## config.mk

```make
export PLATFORM = sky130hd
export DESIGN_NAME = mem_stage
export DESIGN_NICKNAME = d
export VERILOG_FILES = /design/src/rtl/mem_pkg.sv /design/src/rtl/mem_stage_load_formatter.sv /design/src/rtl/mem_stage.sv
export SDC_FILE = /design/constraint.sdc
export NUM_CORES = 1
export LEC_CHECK = 0
export BUFFER_PORTS_ARGS = -buffer_cell sky130_fd_sc_hd__buf_4
export CAP_MARGIN = 20
export CELL_PAD_IN_SITES_DETAIL_PLACEMENT = 1
export CELL_PAD_IN_SITES_GLOBAL_PLACEMENT = 1
export CORE_AREA = 2 2 196 198
export CTS_CLUSTER_DIAMETER = 50
export CTS_CLUSTER_SIZE = 25
export DETAILED_ROUTE_END_ITERATION = 6
export DIE_AREA = 0 0 198 200
export PLACE_DENSITY = 0.57
export SETUP_SLACK_MARGIN = 0.2
export SYNTH_ARGS = -nofsm -noshare
export SYNTH_HDL_FRONTEND = slang
export SYNTH_SLANG_ARGS = --single-unit
```

## constraint.sdc

```tcl
create_clock -name clk -period 2 [get_ports clk]
set_clock_uncertainty 0.05 [all_clocks]
set_input_delay 0.2 -clock clk [delete_from_list [all_inputs] [get_ports clk]]
set_output_delay 0.2 -clock clk [all_outputs]
set_load 0.02 [all_outputs]
```

## src/rtl/mem_pkg.sv

```systemverilog
// mem_pkg: funct3 encodings, MEM-stage FSM states and access helpers shared by the MEM stage
package mem_pkg;
    localparam int XLEN = 64;
    localparam logic [2:0] F3_B  = 3'b000;
    localparam logic [2:0] F3_H  = 3'b001;
    localparam logic [2:0] F3_W  = 3'b010;
    localparam logic [2:0] F3_D  = 3'b011;
    localparam logic [2:0] F3_BU = 3'b100;
    localparam logic [2:0] F3_HU = 3'b101;
    localparam logic [2:0] F3_WU = 3'b110;
    localparam logic [2:0] F3_BEQ  = 3'b000;
    localparam logic [2:0] F3_BNE  = 3'b001;
    localparam logic [2:0] F3_BLT  = 3'b100;
    localparam logic [2:0] F3_BGE  = 3'b101;
    localparam logic [2:0] F3_BLTU = 3'b110;
    localparam logic [2:0] F3_BGEU = 3'b111;
    typedef enum logic [1:0] {IDLE, REQ, WAIT, DONE} state_t;
    function automatic logic [7:0] size_mask(input logic [2:0] f3);
        case (f3 & 3'b011)
            F3_B:    return 8'h01;
            F3_H:    return 8'h03;
            F3_W:    return 8'h0f;
            F3_D:    return 8'hff;
            default: return 8'h00;
        endcase
    endfunction
    // an access is misaligned when any offset bit below its natural size is set
    function automatic logic misaligned(input logic [2:0] f3, input logic [2:0] off);
        return |(off & {f3[1] & f3[0], f3[1], f3[1] | f3[0]});
    endfunction
    function automatic logic branch_cond(input logic [2:0] f3, input logic zero,
                                         input logic s_less, input logic u_less);
        case (f3)
            F3_BEQ:  return zero;
            F3_BNE:  return !zero;
            F3_BLT:  return s_less;
            F3_BGE:  return !s_less;
            F3_BLTU: return u_less;
            F3_BGEU: return !u_less;
            default: return 1'b0;
        endcase
    endfunction
endpackage

```

## src/rtl/mem_stage_load_formatter.sv

```systemverilog
// load_formatter: selects the addressed lane of a raw doubleword and sign/zero-extends it
// Ports: funct3 (size/sign), offset (addr[2:0]), raw (memory doubleword), data (formatted result)
module load_formatter
    import mem_pkg::*;
(
    input  logic [2:0]      funct3,
    input  logic [2:0]      offset,
    input  logic [XLEN-1:0] raw,
    output logic [XLEN-1:0] data
);
    logic [XLEN-1:0] lane;
    logic            sx;
    assign lane = raw >> {offset, 3'b000};
    assign sx   = !(funct3 inside {F3_BU, F3_HU, F3_WU});
    always_comb
        data = funct3[1:0] == 2'b00 ? {{56{sx & lane[7]}}, lane[7:0]}
             : funct3[1:0] == 2'b01 ? {{48{sx & lane[15]}}, lane[15:0]}
             : funct3[1:0] == 2'b10 ? {{32{sx & lane[31]}}, lane[31:0]}
             : lane;
endmodule

```

## src/rtl/mem_stage.sv

```systemverilog
// mem_stage: branch/jump resolution and data-memory load/store sequencing for the MEM stage
// Ports: MEM_* from EX/MEM; PCSrc/PCTarget/MEMflush redirect; mem_stall freezes upstream;
//        MEM_ReadData formatted load result; dmem_* req/gnt/rvalid data-memory port.
// Build option MEM_MISALIGN_CHECK_EN: adds output misalign and suppresses misaligned accesses;
//        without it, misaligned strobes/data are simply truncated to the doubleword.
module mem_stage
    import mem_pkg::*;
#(
    parameter int XLEN   = 64,
    parameter int ADDR_W = 32
) (
    input  logic              clk,
    input  logic              rst,
    input  logic              MEM_MemRead,
    input  logic              MEM_MemWrite,
    input  logic              MEM_Branch,
    input  logic              MEM_Jump,
    input  logic [XLEN-1:0]   MEM_PCSum,
    input  logic              MEM_zero,
    input  logic              MEM_s_less,
    input  logic              MEM_u_less,
    input  logic [XLEN-1:0]   MEM_ALUresult,
    input  logic [XLEN-1:0]   MEM_RegData2,
    input  logic [2:0]        MEM_funct3,
    output logic              PCSrc,
    output logic [XLEN-1:0]   PCTarget,
    output logic              MEMflush,
    output logic              mem_stall,
    output logic [XLEN-1:0]   MEM_ReadData,
    output logic              dmem_req,
    output logic              dmem_we,
    output logic [ADDR_W-1:0] dmem_addr,
    output logic [XLEN-1:0]   dmem_wdata,
    output logic [7:0]        dmem_be,
    input  logic              dmem_gnt,
    input  logic              dmem_rvalid,
    input  logic [XLEN-1:0]   dmem_rdata
`ifdef MEM_MISALIGN_CHECK_EN
    ,
    output logic              misalign
`endif
);
    state_t          state_q, state_d;
    logic            access, is_store;
    logic [2:0]      off;
    logic [XLEN-1:0] fmt, rd_q;
    logic            unused_addr;
    assign off         = MEM_ALUresult[2:0];
    assign is_store    = MEM_MemWrite;
    assign unused_addr = ^MEM_ALUresult[XLEN-1:ADDR_W];
`ifdef MEM_MISALIGN_CHECK_EN
    logic mis;
    assign mis          = misaligned(MEM_funct3, off);
    assign access       = (MEM_MemRead | MEM_MemWrite) & !mis;
    assign misalign     = (MEM_MemRead | MEM_MemWrite) & mis;
    assign MEM_ReadData = misalign & !MEM_MemWrite ? '0 : rd_q;
`else
    assign access       = MEM_MemRead | MEM_MemWrite;
    assign MEM_ReadData = rd_q;
`endif
    assign PCSrc      = (MEM_Branch & branch_cond(MEM_funct3, MEM_zero, MEM_s_less, MEM_u_less)) | MEM_Jump;
    assign MEMflush   = PCSrc;
    assign PCTarget   = MEM_PCSum;
    assign dmem_addr  = {MEM_ALUresult[ADDR_W-1:3], 3'b000};
    assign dmem_be    = size_mask(MEM_funct3) << off;
    assign dmem_wdata = MEM_RegData2 << {off, 3'b000};
    assign dmem_we    = dmem_req & is_store;
    load_formatter u_fmt (
        .funct3 (MEM_funct3),
        .offset (off),
        .raw    (dmem_rdata),
        .data   (fmt)
    );
    // outputs are forced quiet while rst is held so a pending access cannot re-issue
    always_comb begin
        state_d   = state_q;
        dmem_req  = 1'b0;
        mem_stall = 1'b0;
        case (state_q)
            IDLE: begin
                dmem_req  = access;
                mem_stall = access;
                if (access) state_d = dmem_gnt ? (is_store ? DONE : WAIT) : REQ;
            end
            REQ: begin
                dmem_req  = 1'b1;
                mem_stall = 1'b1;
                if (dmem_gnt) state_d = is_store ? DONE : WAIT;
            end
            WAIT: begin
                mem_stall = 1'b1;
                if (dmem_rvalid) state_d = DONE;
            end
            default: state_d = IDLE;
        endcase
        if (rst) begin
            dmem_req  = 1'b0;
            mem_stall = 1'b0;
        end
    end
    always_ff @(posedge clk or posedge rst)
        if (rst) state_q <= IDLE;
        else state_q <= state_d;
    always_ff @(posedge clk or posedge rst)
        if (rst) rd_q <= '0;
        else if (state_q == WAIT && dmem_rvalid) rd_q <= fmt;
`ifdef MEM_MISALIGN_CHECK_EN
        else if (misalign & !MEM_MemWrite) rd_q <= '0;
`endif
endmodule
```

==> flow_summary.toml <==
[run_status]
status = "completed"

[final_layout]
drive_gt1_share_pct = 49.4
stdcell_count = 1576
final_nets = 1333
final_cell_mix = "340 x buf_4, 120 x nor2_1, 81 x mux2i_1, 67 x a21oi_1, 66 x dfrtp_1"
final-seq-area_um2 = 1650
fill_cells = 4363
multiInputGateArea_um2 = 4630
layout_commonest_cell = "buf_4"
fin_area_um2 = 10700
area_growth_pct = 49.6

[power_and_ir_drop]
p_comb_share_pct = 57.6
pwr-share-clk_pct = 16.7
p_leak_nw = 4.84
power.internal_w = 0.00556
power_density_nw_per_um2 = 916
swShare_pct = 43.1
pwr-share-seq_pct = 25.7
vdd_drop_max_v = 0.000358
switchingPower_w = 0.00422

[critical_path]
critical_path_buf_inv_count = 4
arrival_ns = 1.53
path_max_fanout = 8
endpoint = "dmem_wdata[63]"
cp.required_ns = 1.75
startpoint = "MEM_ALUresult[0]"
crit_cells = 6
critPathCaptureType = "output port"
r2r_end = "MEM_ReadData[32]"
crit_slowest_cell = "mux4_2"
crit_family = "multiplexers"
start_kind = "input port"
critPathKind = "input port to output port"
rr_startpoint = "state_q[0]"
slowest_delay_ns = 0.53
crit_chain = "buf_16 > buf_12 > buf_12 > mux4_2 > mux2_4 > buf_6"
rr_worst_depth = 6
path_common_cell = "buf_12"
reg2reg_slack_ns = 0.30

[floorplan]
dieArea_um2 = 39600
boundaryPins = 507
die_h_um = 200
core_area_um2 = 37400
rows = 71
die-width_um = 198
start_util_pct = 19.1

[synthesis]
avgSynthCellArea_um2 = 8.59
synth-seq-cells = 66
synthFlopType = "dfrtp_1"
syn_area_um2 = 7140
yosys.area.top_type_share_pct = 23.1
synth_cells = 831
yosysSeqAreaShare_pct = 23.1
yosysUniqueCellTypes = 45
synth.largest_area_cell = "dfrtp_1"
async_flop_share_pct = 100
synth_warnings = 0
netlist_top_cells_area = "dfrtp_1 23%, mux4_2 13%, mux2i_1 12%"
synth_enable_flop_cells = 0

[hold_path]
whs_path_depth = 5
min_path_type = "input port to register"

[clocking]
clk_pin_slew_worst_paths_ns = 0.06
insertion_delay_ns = 0.33
root_buffer = "clkbuf_16"
cts_max_path_buffers = 2
h-tree-depth = 3
cts_buffers = 9
clkSinkCount = 66
cts_tree = "done"

[global_route]
gr-usage-met3_pct = 3.81
track_usage_pct = 18.3
grt_max_degree = 67
grt_busiest_layer = "met2"
grt_pass1_wl_mm = 53.2
grt_use_met1_pct = 21.1
met2_usage_pct = 34.2
overflow = 0
grt_pass1_vias = 7840
antenna_found_initial = 2

[placed_design]
placed_area_um2 = 9770
place_congestion = 0.902
dp.cells = 1528
port_buffers = 285
post-dp-hpwl_mm = 28.5

[detailed_routing]
vias = 7356
drt_wl_total_mm = 37.2
first_pass_iters = 5
drt_iter0_drc = 348
drc = 0
wl_per_cell_um = 23.6
vias_per_cell = 4.67
ant_nets = 0

[sta]
fin_crit_sh_pct = 89.0
slew_viol_final = 0
fmax_mhz = 562
grt_setup_unrepaired = "yes"
period_minus_slack_ns = 1.78
hold_viol = 0
setup_viol = 0

[run]
cap_violations = 0
==> flip-flops by register name, summed over array words and instances (netlist names) <==
name          flops
MEM_ReadData     64
state_q           2
==> worst min-delay path, cell delays in order <==
cell and delay [ns]:
buf_4 0.09, a21oi_1 0.05, nor2_1 0.08, nand2_1 0.05, o21ai_0 0.07
==> timing repair <==
action / 4_1_cts / 5_1_grt
gates cloned: 5 / 3
gates resized for setup: 20 / 29
pin swaps: 3 / 7
hold buffers: 1 / 0
setup endpoints to repair: 40 / 21
setup buffers: 21 / 1
hold endpoints to repair: 66 / 0
==> power groups by stage <==
stage | combinational (W) | clock [W] | sequential, W
2_1_floorplan | 0.00242 | 0 | 0.00321
3_3_place_gp | 0.00544 | 0 | 0.00252
3_5_place_dp | 0.00551 | 0 | 0.00254
4_1_cts | 0.00568 | 0.00166 | 0.00252
5_1_grt | 0.00610 | 0.00172 | 0.00260
6_report | 0.00564 | 0.00163 | 0.00251
==> final cells by class <==
type,count,area share (%)
Clock inverter,5,0.504
Timing Repair Buffer,387,32.1
Clock buffer,11,2.27
Tap cell,511,5.99
Inverter,9,0.351
Multi-Input combinational cell,586,43.3
Sequential cell,66,15.5
Antenna cell,1,0.0234
==> Yosys cell counts (4+ instances only) <==
library cell,instances
mux2_2,31
buf_1,6
nand2b_1,9
nor2b_1,6
ha_1,4
inv_1,9
o22ai_1,10
clkbuf_1,37
o22a_1,8
buf_6,4
nor2_1,131
and2_1,20
buf_2,21
dfrtp_1,66
mux4_2,40
mux2i_1,85
o21ai_0,43
nand2_1,36
a21oi_1,70
buf_4,104
a31oi_1,38
o2bb2ai_1,21
==> metal layers <==
layer / wire, um / vias to the layer above
li1: - / 3345
met1: 14300 / 3655
met2: 19500 / 297
met3: 2500 / 57
met4: 819 / 2
met5: 13 / -
==> kinds of logic (layout without fill, tap and decap cells) <==
kind of cell | Yosys count | count (layout) | share of synthesized area (%)
multiplexers | 156 | 156 | 29.4
adder cells (fa/ha/maj) | 4 | 4 | 0.701
flip-flops | 66 | 66 | 23.1
AND/OR/NAND/NOR | 219 | 219 | 13.5
buffers and inverters | 181 | 412 | 15.8
other | 1 | 4 | 0.0525
XOR/XNOR | 2 | 2 | 0.245
AO/OA/AOI/OAI | 202 | 202 | 17.1
==> worst min-delay path by stage <==
| stage | start | end | slack, ns |
|---|---|---|---|
| 4_1_cts | dmem_gnt | state_q[1] | 0.20 |
| 2_1_floorplan | rst | MEM_ReadData[0] | 0.29 |
| 3_3_place_gp | rst | state_q[1] | 0.31 |
| 5_1_grt | dmem_rdata[62] | MEM_ReadData[62] | 0.23 |
| 3_5_place_dp | rst | state_q[0] | 0.31 |
| 6_report | dmem_gnt | state_q[1] | 0.20 |
==> per-stage QoR <==
stage          hold WS, ns  total power (W)   TNS, ns  util, %  setup slack (ns)
6_report             0.203          0.00978         0     28.6             0.219
5_1_grt              0.233           0.0104         0     28.6             0.140
4_1_cts              0.203          0.00987         0     28.1             0.192
3_5_place_dp         0.310          0.00805    -0.255     26.1           -0.0349
3_3_place_gp         0.305          0.00796  -0.00551     26.1          -0.00551
2_1_floorplan        0.294          0.00563         0        -             0.211
No activity file was read; power rests on OpenSTA's default activity.
